==> config.mk <==
export PLATFORM = sky130hd
export DESIGN_NAME = hub75_fb_arbiter
export DESIGN_NICKNAME = d
export VERILOG_FILES = /design/src/rtl/hub75_fb_arbiter.sv
export SDC_FILE = /design/constraint.sdc
export NUM_CORES = 1
export LEC_CHECK = 0
export ABC_CLOCK_PERIOD_IN_PS = 2200
export BUFFER_PORTS_ARGS = -buffer_cell sky130_fd_sc_hd__buf_2
export CAP_MARGIN = 10
export CORE_ASPECT_RATIO = 0.8
export CORE_MARGIN = 8
export CORE_UTILIZATION = 35
export DETAILED_ROUTE_END_ITERATION = 7
export SYNTH_ARGS = -nofsm -noshare
export SYNTH_HDL_FRONTEND = slang
export SYNTH_SLANG_ARGS = --single-unit
==> constraint.sdc <==
create_clock -name clk -period 2.2 [get_ports clk]
set_input_delay 0.44 -clock clk [delete_from_list [all_inputs] [get_ports clk]]
set_output_delay 0.44 -clock clk [all_outputs]
set_load 0.02 [all_outputs]
==> src/rtl/hub75_fb_arbiter.sv <==
// hub75_fb_arbiter: round-robin two-port framebuffer write arbiter with frame-synchronised page swap
module hub75_fb_arbiter #(
  parameter int hpixel_p = 64,
  parameter int vpixel_p = 64,
  parameter int bpp_p    = 8,
  localparam int addr_width_p = $clog2(hpixel_p*vpixel_p)
) (
  input  logic                    clk,
  input  logic                    rst,
  input  logic                    i_req0_valid,
  input  logic                    i_req1_valid,
  input  logic [addr_width_p-1:0] i_req0_addr,
  input  logic [addr_width_p-1:0] i_req1_addr,
  input  logic [3*bpp_p-1:0]      i_req0_data,
  input  logic [3*bpp_p-1:0]      i_req1_data,
  output logic                    o_req0_ready,
  output logic                    o_req1_ready,
  output logic                    o_wr_en,
  output logic [addr_width_p:0]   o_wr_addr,
  output logic [3*bpp_p-1:0]      o_wr_data,
  input  logic                    i_swap_req,
  input  logic                    i_frame_done,
  output logic                    o_front_page,
  output logic                    o_swap_pending,
  output logic                    o_swap_ack
);
  typedef enum logic {RUN, PEND} state_t;
  state_t state, state_n;
  logic ptr, g0, g1, do_swap;
  always_comb begin
    state_n = state;
    g0 = 1'b0;
    g1 = 1'b0;
    do_swap = 1'b0;
    if (state == RUN) begin
      g0 = ~rst & i_req0_valid & (~i_req1_valid | ~ptr);
      g1 = ~rst & i_req1_valid & (~i_req0_valid | ptr);
      state_n = i_swap_req ? PEND : RUN;
    end else begin
      // a beat still landing this cycle would straddle the swap, so wait a frame
      do_swap = i_frame_done & ~o_wr_en;
      state_n = do_swap ? RUN : PEND;
    end
  end
  assign o_req0_ready = g0;
  assign o_req1_ready = g1;
  assign o_swap_pending = (state == PEND);
  always_ff @(posedge clk or posedge rst) begin
    if (rst) state <= RUN;
    else state <= state_n;
  end
  always_ff @(posedge clk or posedge rst) begin
    if (rst) begin
      ptr <= 1'b0;
      o_wr_en <= 1'b0;
      o_wr_addr <= '0;
      o_wr_data <= '0;
      o_front_page <= 1'b0;
      o_swap_ack <= 1'b0;
    end else begin
      ptr <= g0 | (~g1 & ptr);
      o_wr_en <= g0 | g1;
      if (g0 | g1) begin
        o_wr_addr <= {~o_front_page, g0 ? i_req0_addr : i_req1_addr};
        o_wr_data <= g0 ? i_req0_data : i_req1_data;
      end
      o_front_page <= o_front_page ^ do_swap;
      o_swap_ack <= do_swap;
    end
  end
endmodule

==> results.sh, run 1 <==
export IMPL_async_reset_ff_share_pct=100
export IMPL_clock_latency_ns=0.29
export IMPL_yosysSeqAreaShare_pct=45.9
export IMPL_tightest_slew_ns=0.471
export IMPL_peakVddDrop_mv=0.407
export IMPL_netlist_area_sq_mm=0.00229
export IMPL_start_kind="flop"
export IMPL_path_cells="nor3b_4 -> and2_1 -> buf_2"
export IMPL_r2r_slack_ns=0.69
export IMPL_synth_top_cell_area_share_pct=45.9
export IMPL_cpPeakStageDelay_ns=0.47
export IMPL_fin_nets=423
export IMPL_io_pins=121
export IMPL_synth_cell_type_count=23
export IMPL_max_slew_margin_pct=68.6
export IMPL_ctsResizeCount=0
export IMPL_fin_crit_sh_pct=80.0
export IMPL_diodes=0
export IMPL_crit_family="flip-flops"
export IMPL_synthTopCellsByArea="dfrtp_1, o2111ai_1, nand3b_1, and3_1, o21ai_0"
export IMPL_leakage_nw=1.61
export IMPL_core_area_sq_mm=0.00634
export IMPL_cap_violations=0
export IMPL_yosysTopAreaCell="dfrtp_1"
export IMPL_cp_end_kind="primary output"
export IMPL_syn_nets=311
export IMPL_globalplace_congestion=0.740
export IMPL_hold_path_class="in -> async"
export IMPL_fillerInstances=658
export IMPL_grt_pass1_wl_mm=12.4
export IMPL_cts_tree="done"
export IMPL_finalWirelength_mm=7.74
export IMPL_row_count=26
export IMPL_p_int_mw=1.82
export IMPL_crit_fanout=6
export IMPL_ctsHoldBuffers=0
export IMPL_final_hold_viol_count=0
export IMPL_p_sw_share_pct=43.1
export IMPL_grt_pass1_vias=2450
export IMPL_period_needed_ns=1.76
export IMPL_synth_edf_count=0
export IMPL_clock_power_share_pct=16.2
export IMPL_p_seq_share_pct=38.7
export IMPL_crit_buf_inv=1
export IMPL_clock_path_buffers=2
export IMPL_initial_core_util_pct=36.1
export IMPL_drv_slew=0
export IMPL_status="finished, final reports clean"
export IMPL_ys_ff_latch=42
export IMPL_switchingPower_mw=1.38
export IMPL_avgViaCountPerCell=5.39
export IMPL_clock_fmax_mhz=568
export IMPL_routedWlPerCell_um=18.0
export IMPL_yosys_warnings=0
export IMPL_tns_ns=0
export IMPL_crit_slowest_cell="dfrtp_1"
export IMPL_drtIter0Drc=152
export IMPL_cts_root_buf="clkbuf_8"
export IMPL_io_buffers=120
export IMPL_drive_above_1_share_pct=41.9
export IMPL_area_growth_pct=33.9
export IMPL_p_comb_share_pct=45.1
export IMPL_grt_max_degree=38
export IMPL_ant_nets=0
export IMPL_report_final_setup_viol=0
export IMPL_syn_inst=233
export IMPL_rsz0062_at_grt="no"
export IMPL_cts_made_buffers=5
export IMPL_finalPower_mw=3.20
export IMPL_antenna_found_initial=0
export IMPL_htreeDepth=2
export IMPL_dieArea_sq_mm=0.00940
export IMPL_vias=2318
export IMPL_crit_type="reg -> out"
export IMPL_drc_errors=0
export IMPL_synth_most_common_cell="dfrtp_1"
export IMPL_clock_skew_ns=0.00406
export IMPL_first_pass_iters=4
export IMPL_fp_dieH_um=88.3
export IMPL_clkSinkCount=42
export IMPL_post_cts_buffers=0
export IMPL_power_per_cell_area_mw_per_mm2=1040
export IMPL_gr_total_overflow=0
export IMPL_worst_ep_arrival_time_ns=1.32
export IMPL_path_clk_slew_ns=0.08
export IMPL_cp_required_ns=1.76
export IMPL_ys_flop_type="dfrtp_1"
export IMPL_detailed_place_hpwl_mm=5.51
export IMPL_die_x_um=106
export IMPL_syn_avg_cell_area_sq_um=9.83
export IMPL_track_usage_pct=16.3
export IMPL_synthTopCellsByCount="dfrtp_1, and3_1, nand3b_1, o2111ai_1, o21ai_0"
[flip-flops by register name, summed over array words and instances (netlist names)]
register        cells
o_wr_en             1
o_wr_addr          13
ptr                 1
o_wr_data          24
o_front_page        1
o_swap_pending      1
o_swap_ack          1
[routing by layer]
layer | vias up | GRT usage (%) | part of all wire, %
li1 | 1119 | - | -
met2 | 109 | 23.9 | 41
met3 | 5 | 5.46 | 8.4
met4 | 0 | 3.06 | 0.56
met5 | - | 0 | 0
met1 | 1085 | 22.7 | 50
[layout make-up]
class	count	area, sq um	share of cell area, %
clock buffer	7	86.3	2.82
sequential	42	1050	34.3
tap	84	105	3.43
timing repair buffer	134	718	23.4
clock inverter	1	5.00	0.163
inverter	4	15.0	0.490
multi-input combinational	158	1090	35.4
[power groups by stage]
stage,combinational [mW],clock (mW),sequential [mW]
3_5_place_dp,1.46,0,1.25
2_1_floorplan,0.532,0,1.60
5_1_grt,1.58,0.570,1.28
3_3_place_gp,1.45,0,1.25
6_report,1.44,0.518,1.24
4_1_cts,1.46,0.529,1.24
[layout by cell type (no fill, tap or decap), types with 6 or more instances in the layout]
| cell type | synthesis | final |
|---|---|---|
| buf_2 | 6 | 120 |
| dfrtp_1 | 42 | 42 |
| and3_1 | 36 | 36 |
| nand3b_1 | 36 | 36 |
| o2111ai_1 | 35 | 35 |
| o21ai_0 | 31 | 31 |
| buf_4 | 5 | 13 |
| o21ai_1 | 7 | 7 |
| clkbuf_8 | 0 | 6 |
[stage by stage]
step	utilization, %	cell area [sq um]	setup WS [ns]	std cells	hold slack [ns]
after global placement	46.9	2980	0.606	422	0.500
after CTS	48.3	3070	0.417	430	0.221
final	48.3	3070	0.440	430	0.208
after global routing	48.3	3070	0.342	430	0.234
after detailed placement	46.9	2980	0.548	422	0.502
after floorplan	-	2290	0.606	233	0.565
[worst register-to-register path: stages (launching register included)]
cell,delay [ns]
dfrtp_1,0.47
nor2_2,0.17
buf_4,0.26
o21ai_1,0.14
a221o_1,0.36
[worst paths after layout]
check | startpoint | to | cells after the start
max | o_swap_pending | o_req0_ready | 3
min reg2reg | o_front_page | o_wr_addr[12] | 1
max in group asynchronous | rst | o_wr_addr[9] | 3
min | rst | o_wr_en | 2
max reg2reg | o_swap_pending | o_wr_data[10] | 4
min in group clk | i_swap_req | o_swap_pending | 3
[cells by family after synthesis]
family | Yosys count | share of synthesized area, %
simple gates | 81 | 23.8
compound gates | 76 | 22.8
flops | 42 | 45.9
buf+inv | 33 | 7.05
xor+xnor | 1 | 0.383
(Power assumes the default switching activity.)
==> run 2, diff against run 1 <==
--- a/config.mk
+++ b/config.mk
@@ -5,13 +5,14 @@
 export SDC_FILE = /design/constraint.sdc
 export NUM_CORES = 1
 export LEC_CHECK = 0
-export ABC_CLOCK_PERIOD_IN_PS = 2200
+export ABC_CLOCK_PERIOD_IN_PS = 1570
 export BUFFER_PORTS_ARGS = -buffer_cell sky130_fd_sc_hd__buf_2
 export CAP_MARGIN = 10
 export CORE_ASPECT_RATIO = 0.8
 export CORE_MARGIN = 8
 export CORE_UTILIZATION = 35
 export DETAILED_ROUTE_END_ITERATION = 7
+export PLACE_DENSITY = 0.67
 export SYNTH_ARGS = -nofsm -noshare
 export SYNTH_HDL_FRONTEND = slang
 export SYNTH_SLANG_ARGS = --single-unit
==> constraint.sdc (replaced) <==
create_clock -name clk -period 1.57 [get_ports clk]
set_input_delay 0.314 -clock clk [delete_from_list [all_inputs] [get_ports clk]]
set_output_delay 0.314 -clock clk [all_outputs]
set_load 0.02 [all_outputs]
==> run 2 against run 1 <==
Highest routed layer is now met5. Register-to-register slack got worse by 0.60 ns. Sequential power rose by 41%. Worst setup slack got worse by 0.42 ns. Wire length rose by 7.9%. Cell area rose by 1.0%. Combinational power rose by 46%. Global-route usage rose by 1.3 points. Die area did not move. Core utilization rose by 0.49 points. Largest cell class unchanged.
==> results.sh, run 2 (synthesized netlist as in run 1, its figures left out) <==
export IMPL_grt_pass1_wl_mm=13.4
export IMPL_fin_crit_sh_pct=99.0
export IMPL_cts_root_buf="clkbuf_8"
export IMPL_final_hold_viol_count=0
export IMPL_clock_skew_ns=0.00874
export IMPL_drive_above_1_share_pct=43.0
export IMPL_drv_slew=0
export IMPL_ant_nets=0
export IMPL_grt_pass1_vias=2645
export IMPL_clock_fmax_mhz=643
export IMPL_first_pass_iters=6
export IMPL_layout_common_cells="buf_2, dfrtp_1, and3_1, nand3b_1, o2111ai_1"
export IMPL_clock_latency_ns=0.29
export IMPL_power_per_cell_area_mw_per_mm2=1480
export IMPL_cp_required_ns=1.26
export IMPL_status="finished, final reports clean"
export IMPL_routedWlPerCell_um=19.3
export IMPL_drc_errors=0
export IMPL_place_ws_ns=0.119
export IMPL_cts_made_buffers=5
export IMPL_tightest_slew_ns=0.419
export IMPL_track_usage_pct=17.6
export IMPL_final_common_cell="buf_2"
export IMPL_start_kind="flop"
export IMPL_gr_total_overflow=0
export IMPL_diodes=0
export IMPL_regMostFlops="o_wr_data"
export IMPL_crit_fanout=3
export IMPL_ctsHoldBuffers=0
export IMPL_detailed_place_hpwl_mm=5.78
export IMPL_htreeDepth=2
export IMPL_leakage_nw=1.62
export IMPL_row_count=26
export IMPL_finalPower_mw=4.59
export IMPL_clkSinkCount=42
export IMPL_io_buffers=120
export IMPL_cpPeakStageDelay_ns=0.46
export IMPL_fp_dieH_um=88.3
export IMPL_area_growth_pct=35.3
export IMPL_globalplace_congestion=0.765
export IMPL_antenna_found_initial=1
export IMPL_drtIter0Drc=114
export IMPL_grt_max_degree=37
export IMPL_cp_end_kind="primary output"
export IMPL_max_slew_margin_pct=72.0
export IMPL_clock_path_buffers=2
export IMPL_crit_slowest_cell="dfrtp_2"
export IMPL_dieArea_sq_mm=0.00940
export IMPL_cap_violations=0
export IMPL_crit_type="reg -> out"
export IMPL_path_cells="nor3b_4 -> and2_4 -> buf_6"
export IMPL_avgViaCountPerCell=5.75
export IMPL_core_area_sq_mm=0.00634
export IMPL_vias=2488
export IMPL_io_pins=121
export IMPL_hold_path_class="in -> async"
export IMPL_worst_ep_arrival_time_ns=1.24
export IMPL_path_clk_slew_ns=0.09
export IMPL_die_x_um=106
export IMPL_cts_tree="done"
export IMPL_finalWirelength_mm=8.35
export IMPL_fin_ws_ns=0.0149
export IMPL_period_needed_ns=1.56
export IMPL_report_final_setup_viol=0
export IMPL_reg_top3="o_wr_data x24, o_wr_addr x13"
export IMPL_initial_core_util_pct=36.1
export IMPL_dp_cells=423
export IMPL_fin_nets=426
export IMPL_rsz0062_at_grt="yes"
export IMPL_peakVddDrop_mv=0.592
export IMPL_fin_cells=433
export IMPL_largest_reg_flops=24
[run 2: worst paths after layout]
path	start	to	slack, ns	cells after the start
min	rst	o_wr_addr[5]	0.10	3
max in group asynchronous	rst	o_swap_pending	1.16	3
min reg2reg	o_wr_data[18]	o_wr_data[18]	0.52	2
min in group clk	i_swap_req	o_swap_pending	0.24	3
max reg2reg	o_swap_pending	o_wr_addr[6]	0.09	5
max	o_swap_pending	o_req0_ready	0.01	3
[run 2: cell type report]
type	instances	area (sq um)
Clock buffer	7	86.3
Clock inverter	1	5.00
Fill cell	644	3250
Inverter	4	15.0
Multi-Input combinational cell	158	1090
Sequential cell	42	1050
Tap cell	84	105
Timing Repair Buffer	137	741
[run 2: where the power goes]
group | switching (mW) | total, mW | internal [mW]
combinational | 1.37 | 2.10 | 0.728
sequential | 0.250 | 1.75 | 1.50
clock | 0.381 | 0.737 | 0.356
total | 2.00 | 4.59 | 2.59
[run 2: worst max-delay path, delay by kind of cell (launching register included)]
kind / cells / cell delay (ns)
flops: 1 / 0.46
buf+inv: 1 / 0.11
simple gates: 2 / 0.38
[run 2: what timing repair did]
action	CTS	global route
buffers inserted	2	0
pin swaps	2	2
endpoints found under the setup margin	2	11
resized for setup	4	6
[run 2: layer usage]
layer  up-vias  wire length (um)  track usage, %
met5         -                 8               0
met4         2               102            5.10
met3        12               878            6.40
met2       153              3620            27.0
met1      1195              3750            22.6
li1       1126                 -               -
[run 2: metrics by stage]
stage / TNS (ns) / instance area (sq um) / hold WS [ns] / util, %
floorplan: 0 / 2290 / 0.439 / -
global placement: 0 / 2970 / 0.407 / 46.8
detailed placement: 0 / 2970 / 0.414 / 46.8
CTS: -0.0283 / 3090 / 0.0890 / 48.7
global route: -0.0402 / 3100 / 0.128 / 48.8
finish: 0 / 3100 / 0.104 / 48.8
